===== config.mk =====
export PLATFORM = sky130hd
export DESIGN_NAME = debug_loader
export DESIGN_NICKNAME = d
export VERILOG_FILES = /design/src/rtl/debug_loader.sv
export SDC_FILE = /design/constraint.sdc
export NUM_CORES = 1
export LEC_CHECK = 0
export CAP_MARGIN = 20
export CORE_MARGIN = 2
export CORE_UTILIZATION = 40
export CTS_BUF_LIST = sky130_fd_sc_hd__clkbuf_2 sky130_fd_sc_hd__clkbuf_4 sky130_fd_sc_hd__clkbuf_8
export DETAILED_ROUTE_END_ITERATION = 10
export PLACE_DENSITY = 0.67
export SETUP_SLACK_MARGIN = 0.1
export SYNTH_ARGS = -nofsm -noshare
export SYNTH_HDL_FRONTEND = slang
export SYNTH_SLANG_ARGS = --single-unit
export TNS_END_PERCENT = 100

===== constraint.sdc =====
create_clock -name i_clk -period 3.4 [get_ports i_clk]
set_input_delay 0.68 -clock i_clk [delete_from_list [all_inputs] [get_ports i_clk]]
set_output_delay 0.68 -clock i_clk [all_outputs]
set_load 0.01 [all_outputs]

===== src/rtl/debug_loader.sv =====
// -----------------------------------------------------------------------------
// debug_loader
//
// Host-side control block that sits in front of the MIPS pipeline. Command and
// data bytes arrive from a UART receiver. Program bytes are assembled MSB-first
// into 32-bit words, which are written into instruction memory. The block also
// runs the pipeline freely or one cycle at a time. Every command that completes
// is acknowledged with one byte to the UART transmitter.
//
// Commands accepted in IDLE:
//   'L' (0x4C) load words until HALT_WORD  -> ack 'K', or 'E' on overflow
//   'C' (0x43) run until i_program_end     -> ack 'D'
//   'S' (0x53) release the pipeline one cycle -> ack 'S'
//   'C'/'S' without a completed load, or after the program has finished,
//   -> ack 'E' and the pipeline stays halted.
//
// Ports:
//   i_clk                   system clock, rising edge
//   i_reset                 synchronous active-high reset
//   i_rx_data / i_rx_valid  received byte and its one-cycle strobe
//   i_tx_busy               transmitter busy; o_tx_start is held off while high
//   i_program_end           pipeline has retired HALT_WORD
//   o_tx_start / o_tx_data  one-cycle send strobe and acknowledge byte
//   o_write_instruction_mem one-cycle instruction-memory write enable
//   o_instruction_mem_addr  word-aligned byte address of the write
//   o_instruction_mem_data  word being written
//   o_halt                  1 = pipeline frozen
// -----------------------------------------------------------------------------
module debug_loader #(
  parameter int unsigned MAX_WORDS = 256,
  parameter logic [31:0] HALT_WORD = 32'hFFFF_FFFF
) (
  input  logic        i_clk,
  input  logic        i_reset,
  input  logic [7:0]  i_rx_data,
  input  logic        i_rx_valid,
  input  logic        i_tx_busy,
  input  logic        i_program_end,
  output logic        o_tx_start,
  output logic [7:0]  o_tx_data,
  output logic        o_write_instruction_mem,
  output logic [31:0] o_instruction_mem_addr,
  output logic [31:0] o_instruction_mem_data,
  output logic        o_halt
);

  // One extra bit so the word counter can hold MAX_WORDS itself (the full mark).
  localparam int CW = $clog2(MAX_WORDS) + 1;
  localparam logic [CW-1:0] W_MAX = CW'(MAX_WORDS);

  localparam logic [7:0] CMD_LOAD = 8'h4C;
  localparam logic [7:0] CMD_CONT = 8'h43;
  localparam logic [7:0] CMD_STEP = 8'h53;
  localparam logic [7:0] ACK_OK   = 8'h4B;
  localparam logic [7:0] ACK_ERR  = 8'h45;
  localparam logic [7:0] ACK_DONE = 8'h44;
  localparam logic [7:0] ACK_STEP = 8'h53;

  typedef enum logic [2:0] {
    S_IDLE, S_LOAD, S_WRITE, S_RUN, S_STEP, S_ACK
  } state_t;

  state_t        r_state, w_state_next;
  logic [31:0]   r_asm, w_asm_next;
  logic [1:0]    r_byte_cnt, w_byte_cnt_next;
  logic [CW-1:0] r_word_cnt, w_word_cnt_next;
  logic          r_loaded, w_loaded_next;
  logic          r_finished, w_finished_next;
  logic          r_tx_start, w_tx_start_next;
  logic [7:0]    r_tx_data, w_tx_data_next;
  logic          r_we, w_we_next;
  logic [31:0]   r_addr, w_addr_next;
  logic [31:0]   r_data, w_data_next;
  logic          r_halt, w_halt_next;

  always_ff @(posedge i_clk) begin
    if (i_reset) begin
      r_state    <= S_IDLE;
      r_asm      <= '0;
      r_byte_cnt <= '0;
      r_word_cnt <= '0;
      r_loaded   <= 1'b0;
      r_finished <= 1'b0;
      r_tx_start <= 1'b0;
      r_tx_data  <= '0;
      r_we       <= 1'b0;
      r_addr     <= '0;
      r_data     <= '0;
      r_halt     <= 1'b1;
    end else begin
      r_state    <= w_state_next;
      r_asm      <= w_asm_next;
      r_byte_cnt <= w_byte_cnt_next;
      r_word_cnt <= w_word_cnt_next;
      r_loaded   <= w_loaded_next;
      r_finished <= w_finished_next;
      r_tx_start <= w_tx_start_next;
      r_tx_data  <= w_tx_data_next;
      r_we       <= w_we_next;
      r_addr     <= w_addr_next;
      r_data     <= w_data_next;
      r_halt     <= w_halt_next;
    end
  end

  // Outputs are registered: every *_next value is what the port shows during
  // the cycle spent in w_state_next.
  always_comb begin
    w_state_next    = r_state;
    w_asm_next      = r_asm;
    w_byte_cnt_next = r_byte_cnt;
    w_word_cnt_next = r_word_cnt;
    w_loaded_next   = r_loaded;
    w_finished_next = r_finished;
    w_tx_start_next = 1'b0;
    w_tx_data_next  = r_tx_data;
    w_we_next       = 1'b0;
    w_addr_next     = r_addr;
    w_data_next     = r_data;

    case (r_state)
      S_IDLE: begin
        if (i_rx_valid) begin
          if (i_rx_data == CMD_LOAD) begin
            w_state_next    = S_LOAD;
            w_byte_cnt_next = '0;
            w_word_cnt_next = '0;
            w_loaded_next   = 1'b0;
          end else if (i_rx_data == CMD_CONT || i_rx_data == CMD_STEP) begin
            if (!r_loaded || r_finished) begin
              w_state_next   = S_ACK;
              w_tx_data_next = ACK_ERR;
            end else begin
              w_state_next = (i_rx_data == CMD_CONT) ? S_RUN : S_STEP;
            end
          end
        end
      end

      S_LOAD: begin
        if (i_rx_valid) begin
          w_asm_next      = {r_asm[23:0], i_rx_data};
          w_byte_cnt_next = r_byte_cnt + 2'd1;
          if (r_byte_cnt == 2'd3) begin
            // The write strobe is prepared here so it is visible during the
            // WRITE cycle itself; a full memory suppresses it.
            w_state_next = S_WRITE;
            if (r_word_cnt < W_MAX) begin
              w_we_next   = 1'b1;
              w_addr_next = 32'({r_word_cnt, 2'b00});
              w_data_next = w_asm_next;
            end
          end
        end
      end

      S_WRITE: begin
        if (r_word_cnt < W_MAX) begin
          w_word_cnt_next = r_word_cnt + 1'b1;
          if (r_asm == HALT_WORD) begin
            w_loaded_next   = 1'b1;
            w_finished_next = 1'b0;
            w_state_next    = S_ACK;
            w_tx_data_next  = ACK_OK;
          end else begin
            w_state_next = S_LOAD;
          end
        end else begin
          w_state_next   = S_ACK;
          w_tx_data_next = ACK_ERR;
        end
      end

      S_RUN: begin
        if (i_program_end) begin
          w_finished_next = 1'b1;
          w_state_next    = S_ACK;
          w_tx_data_next  = ACK_DONE;
        end
      end

      S_STEP: begin
        if (i_program_end) begin
          w_finished_next = 1'b1;
        end
        w_state_next   = S_ACK;
        w_tx_data_next = ACK_STEP;
      end

      S_ACK: begin
        if (!i_tx_busy) begin
          w_tx_start_next = 1'b1;
          w_state_next    = S_IDLE;
        end
      end

      default: begin
        w_state_next = S_IDLE;
      end
    endcase

    // The pipeline only moves while running or during the single step cycle.
    w_halt_next = !((w_state_next == S_RUN) || (w_state_next == S_STEP));
  end

  assign o_tx_start              = r_tx_start;
  assign o_tx_data               = r_tx_data;
  assign o_write_instruction_mem = r_we;
  assign o_instruction_mem_addr  = r_addr;
  assign o_instruction_mem_data  = r_data;
  assign o_halt                  = r_halt;

endmodule


==> flow_summary.yaml <==
route:
  via_count: 3483
  routedWlPerCell_um: 13.45
  drtIter0Drc: 181
  viasPerCell: 5.033
  drt_wl_total_um: 9306
  drt_pass1_iterations: 4
  drc: 0
  drtAntennaViolNets: 0
timing:
  relSlewSlack: 0.5757
  fmax_ghz: 0.3977
  tightest_slew_ns: 0.6306
  finalCritPeriodShare: 0.7395
  rsz0062_at_grt: "false"
  period_needed_ns: 2.514
  tns_ns: 0
  slew_violations: 0
  setup_viol: 0
  hold_viol: 0
  timing.final.ws_setup_ns: 0.8856
  fin_worst_skew_ns: 0.01648
logic_synthesis:
  synth.distinct_cells: 55
  synth.area.top_cells: "dfxtp_1 (49%), nand2_1 (15%), a21oi_1 (10%)"
  syn_avg_cell_area_um2: 8.034
  synthCells: 501
  yosys.area.top_type_share: 0.4874
  seq_area_frac_synth: 0.4874
  synthFlopType: "dfxtp_1"
  synth.ff_latch_count: 98
  yosysTopAreaCell: "dfxtp_1"
  synth_area_um2: 4025
  ys_async_sr_fraction: 0
  synth_warnings: 0
  synth-edff-count: 0
layout:
  final_common_cell: "nand2_1"
  nFillCells: 968
  multiInputGateArea_um2: 1838
  area_growth_pct: 21.98
  diodes: 0
  regArea_um2: 1962
  drive_above_1_share: 0.07871
  nNetsFinal: 569
  final_cell_mix: "nand2_1 (159), dfxtp_1 (98), a21oi_1 (83), clkdlybuf4s50_1 (61), conb_1 (25)"
global_routing:
  grt_remaining_overflow: 0
  grt_max_degree: 43
  antenna_found_initial: 0
  grt_pass1_wl_um: 15790
  grt_pass1_vias: 3202
  grtUsageTotal: 0.1781
pwr:
  ir_worst_vdd_mv: 0.2003
  power.density_nw_per_um2: 423.1
  p_leak_nw: 1.643
clocking:
  holdBufCountCts: 0
  clk_latency_ns: 0.37
  numCtsBuffers: 9
  cts_tree: "built"
  cts_max_level: 3
  cts_max_path_buffers: 2
  cts.clk_slew.worst_paths_ns: 0.10
  clock_sinks: 98
  cts_setup_buffers: 0
  cts_resized: 0
  clockRootBuffer: "clkbuf_8"
job:
  max-cap-violations: 0
die:
  start_util: 0.4118
  core-area_um2: 9774
  fp.dieH_um: 104.3
  die_x_um: 104.3
  rows: 36
  num_io_pins: 88
  dieArea_um2: 10880
placement:
  numPortBuffers: 62
  preCtsSetupSlack_ns: 0.5038
  gp_congestion: 0.9122
  dp_hpwl_um: 6620
critical_path:
  cp-start-kind: "input port"
  arrival_ns: 2.78
  cp-end-kind: "flip-flop"
  r2r_cells: 5
  crit_type: "input port to flip-flop"
  required_ns: 3.66
  cp_max_fo: 5
hold_path:
  holdPathStages: 2
  hp-class: "flip-flop to flip-flop"
run_status:
  outcome: "complete, no violations"
==> cell families after synthesis <==
logic type,share of synthesized area
and+or+nand+nor,0.2505
AOI/OAI and AO/OA,0.1511
DFF,0.4874
buffers and inverters,0.08050
xor gates and xnor gates,0.01306
muxes,0.01026
adders and majority gates,0.006216
other,0.0009317
==> power by group <==
group          total [mW]  switching, mW  leakage [nW]  internal [mW]
combinational      0.0701         0.0482         0.736         0.0219
clock               0.859          0.429         0.119          0.430
sequential           1.15       0.000680         0.789           1.15
==> layer usage <==
metal  GRT usage  vias up  routed length (µm)
li1            -     1734                   -
met1      0.2409     1626                4404
met2      0.2792      109                4291
met3     0.03885       14                 486
met4     0.06371        0                 125
met5           0        -                   0
==> state kept, by name, summed over array words and instances (netlist names), 2 cells and up <==
register / cells
o_instruction_mem_data: 32
r_byte_cnt: 2
o_instruction_mem_addr: 9
r_word_cnt: 9
r_asm: 32
o_tx_data: 6
r_state: 3
==> per-stage QoR <==
step,instance area [µm²],total power [mW],hold slack (ns),std cells,utilization
finish,4910,2.078,0.4564,692,0.5023
global route,4910,2.162,0.4766,692,0.5023
CTS,4910,2.102,0.4581,692,0.5023
detailed placement,4676,1.245,0.4436,676,0.4784
global placement,4676,1.244,0.4344,676,0.4784
floorplan,4115,1.237,0.4209,525,-
==> cell type report <==
| class | instances | area share |
|---|---|---|
| well taps | 133 | 0.03389 |
| multi-input cells | 368 | 0.3744 |
| inverters | 5 | 0.003823 |
| flip-flops and latches | 98 | 0.3996 |
| clock buffers | 9 | 0.02523 |
| repair buffers | 72 | 0.1407 |
| clock inverters | 7 | 0.02243 |
==> critical path, cell delays in order <==
cell             delay (ns)
clkdlybuf4s50_1        0.47
or4b_4                 0.58
nor2_1                 0.15
a221oi_1               0.13
nor3_2                 0.38
mux2_2                 0.38
==> path summary, 6_finish.rpt <==
check	start	endpoint	slack (ns)
max	i_rx_data[7]	o_tx_data[2]$_SDFFE_PP0P_	0.89
min	r_loaded$_SDFFE_PP0P_	r_loaded$_SDFFE_PP0P_	0.46
max reg2reg	r_asm[21]$_SDFFE_PP0P_	o_tx_data[2]$_SDFFE_PP0P_	1.17
min reg2reg	r_loaded$_SDFFE_PP0P_	r_loaded$_SDFFE_PP0P_	0.46
==> Yosys cell counts, types with 3 or more instances <==
library cell  number
mux2i_1            3
buf_4             25
clkbuf_1          26
nor4_1             3
inv_1              3
o21ai_0            6
nor2b_1            3
nand2_1          159
and3_1             4
xnor2_1            6
nand3_1            3
nor2_1            21
a21oi_1           83
nand4_1            8
dfxtp_1           98
nor3_1             4
nand2b_1           3
Power figures use the tool's default switching activity.
